<file path="src/rtl/pattern_sequencer.sv">
// VGA frame sequencer: pixel/line counters, registered sync and colour, and a
// once-per-frame source selector driven by auto-cycling or by user requests.
module pattern_sequencer #(
  parameter int H_ACTIVE       = 640,
  parameter int H_FP           = 16,
  parameter int H_SYNC         = 96,
  parameter int H_BP           = 48,
  parameter int V_ACTIVE       = 480,
  parameter int V_FP           = 10,
  parameter int V_SYNC         = 2,
  parameter int V_BP           = 33,
  parameter int FRAMES_PER_SRC = 60
) (
  input  logic        clk,
  input  logic        rst_n,
  input  logic        pix_en,
  input  logic        auto_en,
  input  logic        next_req,
  input  logic [47:0] src_rgb,
  output logic [9:0]  x,
  output logic [9:0]  y,
  output logic        hsync_n,
  output logic        vsync_n,
  output logic [3:0]  red,
  output logic [3:0]  green,
  output logic [3:0]  blue,
  output logic [1:0]  src_sel,
  output logic        frame_start
);

  localparam int H_TOTAL = H_ACTIVE + H_FP + H_SYNC + H_BP;
  localparam int V_TOTAL = V_ACTIVE + V_FP + V_SYNC + V_BP;

  localparam logic [9:0] X_LAST   = 10'(H_TOTAL - 1);
  localparam logic [9:0] Y_LAST   = 10'(V_TOTAL - 1);
  localparam logic [9:0] X_ACT    = 10'(H_ACTIVE);
  localparam logic [9:0] Y_ACT    = 10'(V_ACTIVE);
  localparam logic [9:0] HS_START = 10'(H_ACTIVE + H_FP);
  localparam logic [9:0] HS_END   = 10'(H_ACTIVE + H_FP + H_SYNC);
  localparam logic [9:0] VS_START = 10'(V_ACTIVE + V_FP);
  localparam logic [9:0] VS_END   = 10'(V_ACTIVE + V_FP + V_SYNC);

  localparam int CW = (FRAMES_PER_SRC > 1) ? $clog2(FRAMES_PER_SRC) : 1;
  localparam logic [CW-1:0] CNT_LAST = CW'(FRAMES_PER_SRC - 1);

  logic [CW-1:0] frame_cnt;
  logic          pending;
  logic          boundary;
  logic          req_now;
  logic          auto_adv;
  logic          advance;
  logic          active;
  logic          in_hsync;
  logic          in_vsync;
  logic [11:0]   src_pix;

  // A request arriving on the boundary cycle itself is folded in via req_now.
  always_comb begin
    boundary = 1'b0;
    req_now  = 1'b0;
    auto_adv = 1'b0;
    advance  = 1'b0;
    active   = 1'b0;
    in_hsync = 1'b0;
    in_vsync = 1'b0;
    src_pix  = 12'h000;

    boundary = pix_en && (x == X_LAST) && (y == Y_LAST);
    req_now  = pending || next_req;
    auto_adv = auto_en && (frame_cnt == CNT_LAST);
    advance  = boundary && (req_now || auto_adv);
    active   = (x < X_ACT) && (y < Y_ACT);
    in_hsync = (x >= HS_START) && (x < HS_END);
    in_vsync = (y >= VS_START) && (y < VS_END);

    case (src_sel)
      2'd0:    src_pix = src_rgb[11:0];
      2'd1:    src_pix = src_rgb[23:12];
      2'd2:    src_pix = src_rgb[35:24];
      default: src_pix = src_rgb[47:36];
    endcase
  end

  always_ff @(posedge clk or negedge rst_n) begin
    if (!rst_n) begin
      x <= 10'd0;
      y <= 10'd0;
    end else if (pix_en) begin
      if (x == X_LAST) begin
        x <= 10'd0;
        y <= (y == Y_LAST) ? 10'd0 : y + 10'd1;
      end else begin
        x <= x + 10'd1;
      end
    end
  end

  // Outputs are computed from the pre-increment coordinates so that sync and
  // colour stay aligned one pixel step behind x/y.
  always_ff @(posedge clk or negedge rst_n) begin
    if (!rst_n) begin
      hsync_n <= 1'b1;
      vsync_n <= 1'b1;
      red     <= 4'h0;
      green   <= 4'h0;
      blue    <= 4'h0;
    end else if (pix_en) begin
      hsync_n <= !in_hsync;
      vsync_n <= !in_vsync;
      {red, green, blue} <= active ? src_pix : 12'h000;
    end
  end

  always_ff @(posedge clk or negedge rst_n) begin
    if (!rst_n) begin
      frame_start <= 1'b0;
      pending     <= 1'b0;
      frame_cnt   <= '0;
      src_sel     <= 2'd0;
    end else begin
      frame_start <= boundary;
      pending     <= boundary ? 1'b0 : req_now;
      if (!auto_en) begin
        frame_cnt <= '0;
      end else if (boundary) begin
        frame_cnt <= (req_now || auto_adv) ? '0 : frame_cnt + CW'(1);
      end
      if (advance) begin
        src_sel <= src_sel + 2'd1;
      end
    end
  end

endmodule

</file>
<file path="config.mk">
export PLATFORM = sky130hd
export DESIGN_NAME = pattern_sequencer
export DESIGN_NICKNAME = d
export VERILOG_FILES = /design/src/rtl/pattern_sequencer.sv
export SDC_FILE = /design/constraint.sdc
export NUM_CORES = 1
export LEC_CHECK = 0
export CELL_PAD_IN_SITES_DETAIL_PLACEMENT = 1
export CELL_PAD_IN_SITES_GLOBAL_PLACEMENT = 2
export CORE_MARGIN = 3
export CORE_UTILIZATION = 26
export CTS_CLUSTER_SIZE = 8
export DETAILED_ROUTE_END_ITERATION = 6
export PLACE_DENSITY = 0.88
export SETUP_SLACK_MARGIN = 0.3
export SLEW_MARGIN = 25
export SYNTH_ARGS = -nofsm -noshare
export SYNTH_HDL_FRONTEND = slang
export SYNTH_SLANG_ARGS = --single-unit
</file>
<file path="constraint.sdc">
create_clock -name clk -period 1.9 [get_ports clk]
set_input_delay 0.285 -clock clk [delete_from_list [all_inputs] [get_ports clk]]
set_output_delay 0.285 -clock clk [all_outputs]
set_load 0.01 [all_outputs]
</file>
# Yosys cells after proc, flatten, opt, wreduce, memory -nomap -nowiden
# Index checks and enable logic that the tools add are counted.
classes:
  n_reduce_logical: 13
  add_sub_neg: 4
  n_bitwise: 0
  n_shift: 0
  eq_ne: 6
  n_mul: 0
  n_div: 0
  order_cmp: 6
  n_mux: 8
ops:
  columns: ["op", "n"]
  rows:
  - ["12-bit case mux with 3 select lines", 1]
  - ["10-bit by 1-bit adder with 10-bit output (second input constant)", 2]
  - ["10-bit equality test (second input constant)", 2]
  - ["10-bit less-than comparator (second input constant)", 2]
  - ["10-bit by 9-bit less-than comparator with 1-bit output (second input constant)", 2]
  - ["10-bit 2-to-1 mux", 2]
  - ["6-bit 2-to-1 mux", 3]
  - ["12-bit 2-to-1 mux", 1]
  - ["10-bit >= comparator (second input constant)", 1]
  - ["10-bit by 9-bit >= comparator with 1-bit output (second input constant)", 1]
  - ["1-bit logical AND", 7]
  - ["6-bit by 1-bit adder with 6-bit output (second input constant)", 1]
  - ["6-bit equality test (second input constant)", 1]
  - ["2-bit by 1-bit adder with 2-bit output (second input constant)", 1]
  - ["2-bit by 1-bit equality test with 1-bit output (second input constant)", 1]
  - ["2-bit equality test (second input constant)", 1]
  - ["1-bit logical NOT", 2]
  - ["2-bit logical NOT", 1]
  - ["1-bit logical OR", 2]
  - ["2-bit by 1-bit != test with 1-bit output (second input constant)", 1]
  - ["2-bit AND reduction", 1]
  - ["1-bit 2-to-1 mux", 1]
totals:
  mem_bits_ro: 0
  mem_bits_rw: 0
  reg_bits: 44
  latch_bits: 0
  mem_count: 0
  wordCells: 48

# Longest topological paths before layout
logic_depth:
  ltp_word: 6
  mapped_depth: 7
  mapped_depth_nobuf: 6

# Least setup slack after synthesis
# OpenSTA, ideal clock, no wires.
synth_path:
  kind: "reg-to-reg"
  from: "reg y[0]"
  to: "reg frame_cnt[2]"
  setup_ps: 133
  stages_incl_launch_ff: 8
  t_arrival_ps: 1656
  n_path_buf: 1
  setup_slack_ps: 110
  period_less_slack_ps: 1790
  cell_sequence: "dfrtp_1 inv_1 ha_1 nor4b_2 nand4_1 clkbuf_1 o311ai_2 o31ai_1"
synth_between:
  elab_chain_len: 3
synth_lines:
  columns: ["element", "line", "source"]
  rows:
  - ["from (decl)", "21", "output logic [9:0] y,"]
  - ["from (signal assigned)", "91", "y <= (y == Y_LAST) ? 10'd0 : y + 10'd1;"]
  - ["10-bit equality test", "68", "boundary = pix_en && (x == X_LAST) && (y == Y_LAST);"]
  - ["1-bit logical AND", "68", null]
  - ["2-bit by 1-bit != test with 1-bit output (no source line)", null, null]
  - ["to (signal assigned)", "126", "frame_cnt <= (req_now || auto_adv) ? '0 : frame_cnt + CW'(1);"]
  - ["to (decl)", "46", "logic [CW-1:0] frame_cnt;"]
# No other way between the ends.
# A chain may end at the register's enable or synchronous reset.

# Worst setup path after layout
layout_path:
  from: "reg y[0]"
  to: "reg frame_cnt[1]"
# The elaborated chain is that of the path after synthesis.

==> results_dict.tcl <==
set metrics [dict create \
    ctsRootBufferMaster "clkbuf_8" \
    grtUsageTotal 0.1691 \
    drc_errors 0 \
    clock_skew_ns 0.004378 \
    ir_drop_mv 0.2598 \
    hp-class "in -> async" \
    ys.flop_type "dfrtp_1" \
    grt_overflow 0 \
    setup_ws_ns 0.07061 \
    seq_area_sq_mm 0.001110 \
    num-fill-cells 1029 \
    use_met1 0.2121 \
    dp.cells 489 \
    place_ws_ns -0.06082 \
    avgViaCountPerCell 4.969 \
    crit_required_ns 2.08 \
    drt-total-wl_microns 9260 \
    n_antenna_cell 0 \
    rrSetupSlack_ns 0.07 \
    max_freq_ghz 0.5466 \
    crit_type "reg -> reg" \
    r2r_start "y[0]" \
    gp_congestion 0.7945 \
    grtUsageMet3 0.04361 \
    drt-pass1-iter-count 5 \
    grt_pass1_wl_microns 14980 \
    yosysMostFrequentCell "dfrtp_1" \
    drtAntennaViolNets 0 \
    cts_buffers 5 \
    grtUsageMet2 0.2958 \
    setup_viol 0 \
    power_density_mw_per_mm2 550.7 \
    cts_max_path_buffers 2 \
    seq_area_frac_synth 0.4452 \
    finalCritPeriodShare 0.9628 \
    first_iter_violations 177 \
    layout.cells.non_filler 522 \
    nets 454 \
    rsz0062_at_grt "yes" \
    synth_cells 254 \
    areaGrowthSynthToFinish_pct 69.61 \
    tightest_slew_ns 0.4864 \
    ys_warn_count 0 \
    row_count 35 \
    syn_area_per_cell_sq_um 9.758 \
    busiest_layer "met2" \
    cp.arrival_ns 2.01 \
    io_buffer_count 89 \
    grt_pass1_vias 2853 \
    core_area_sq_mm 0.009240 \
    worst-path-max-fanout 4 \
    clk_pin_slew_ns 0.09 \
    synth.area.top_cells "dfrtp_1 42%, a222oi_1 4.8%, ha_1 4.5%" \
    startpoint_type "flop" \
    fin_crit_ns 1.829 \
    synth-edff-count 0 \
    antenna_found_initial 0 \
    layout-drive-gt1-share 0.2850 \
    synth_top_area_frac 0.4240 \
    dr_total_vias 2594 \
    maxSlewViolCount 0 \
    htree_levels 2 \
    routedWlPerCell_microns 17.74 \
    synthTopCellsByCount "42 x dfrtp_1, 25 x nor2_1, 19 x inv_1" \
    synth_cell_type_count 50 \
    clock_sinks 44 \
    max_slew_margin 0.6757 \
    placed_area_sq_mm 0.003747 \
    dpl.hpwl_microns 6543 \
    syn-num-nets 316 \
    clock_latency_ns 0.30 \
    power.static_leakage_nw 1.791 \
    multi_input_area_sq_mm 0.001415 \
    io_pins 90 \
    start_util 0.2682 \
    cts_tree "built" \
    hold_viol 0 \
    post-synth-top-area-cell "dfrtp_1" \
    synth.cell_area_sq_mm 0.002479 \
    die_y_microns 103.6 \
    crit_path_start "y[0]" \
    post-route-util 0.4550 \
    stdcell_area_sq_mm 0.004204 \
    endpoint_kind "flop" \
    grt_max_degree 28 \
    maxCapViolCount 0 \
    dieArea_sq_mm 0.01074 \
    async_reset_ff_frac 1.000 \
    yosys_register_bits 44 \
    status "finished, final reports clean" \
    die_w_microns 103.6 \
]
cell families (layout without fill, tap and decap cells):
logic type | Yosys count | in the layout | synth area share
multiplexers | 2 | 2 | 0.008581
adder cells (fa/ha/maj) | 9 | 9 | 0.04543
AO/OA/AOI/OAI | 66 | 66 | 0.1954
buffers and inverters | 35 | 174 | 0.06057
AND/OR/NAND/NOR | 85 | 85 | 0.1989
flip-flops | 44 | 44 | 0.4452
XOR/XNOR | 13 | 13 | 0.04594
cell usage in the layout (no fill, tap or decap), drive strengths merged, types with 9 or more instances in the layout:
| cell type | n |
|---|---|
| o22ai | 13 |
| nand3 | 16 |
| dlygate4sd2 | 18 |
| and3 | 9 |
| buf | 58 |
| clkdlybuf4s50 | 68 |
| dfrtp | 42 |
| a222oi | 12 |
| inv | 19 |
| nor2 | 25 |
| a21oi | 15 |
| o21ai | 10 |
| ha | 9 |
per-stage QoR:
stage	hold WS, ns	setup TNS (ns)	total power, W
finish	0.4841	0	0.002315
global route	0.5296	-0.03049	0.002438
CTS	0.4975	0	0.002342
detailed placement	0.2725	-0.1830	0.001735
global placement	0.2539	-0.01342	0.001714
floorplan	-0.01059	0	0.001332
per-layer routing:
layer / up-vias / wire length, microns / share of wire
met5: - / 0 / 0
met4: 0 / 75 / 0.0081
met3: 7 / 571 / 0.062
met2: 94 / 4626 / 0.50
met1: 1276 / 3986 / 0.43
li1: 1217 / - / -
cell type report:
cell class / instances / share of cell area
clock inverter: 2 / 0.002381
inverter: 19 / 0.01696
timing repair buffer: 147 / 0.3220
multi-input combinational: 175 / 0.3366
tap: 129 / 0.03839
sequential: 44 / 0.2640
clock buffer: 6 / 0.01964
worst paths after layout:
path	end	cells past startpoint
max in group asynchronous	x[3]	3
worst min register to register	vsync_n	2
worst max register to register	frame_cnt[1]	9
worst max-delay path	frame_cnt[1]	9
min in group clk	vsync_n	2
worst min-delay path	green[0]	2
worst max-delay path: stages (launching register included):
cell	delay, ns
dfrtp_2	0.42
inv_2	0.08
ha_4	0.14
nor4b_4	0.21
nand4_1	0.17
buf_4	0.18
buf_2	0.15
buf_4	0.15
o21ai_2	0.12
a21boi_1	0.09
power by group:
part / switching, W / internal [W]
sequential: 0.0000565 / 0.00102
combinational: 0.000280 / 0.000340
clock: 0.000333 / 0.000291
total: 0.000670 / 0.00165
flip-flops by register name (all words and copies together), names as in the netlist:
register and count:
y 10, red 4, x 10, frame_cnt 6
hsync_n 1, src_sel 2, green 4, frame_start 1
pending 1, blue 4, vsync_n 1
repair_timing:
action | 4_1_cts | 5_1_grt
hold endpoints to repair | 15 | 0
hold buffers | 1 | 0
pin swaps | 12 | 5
gates resized for setup | 47 | 21
setup buffers | 14 | 9
gates cloned | 1 | 0
endpoints found under the setup margin | 54 | 41
Note: power is estimated with default switching activity, not from simulation.
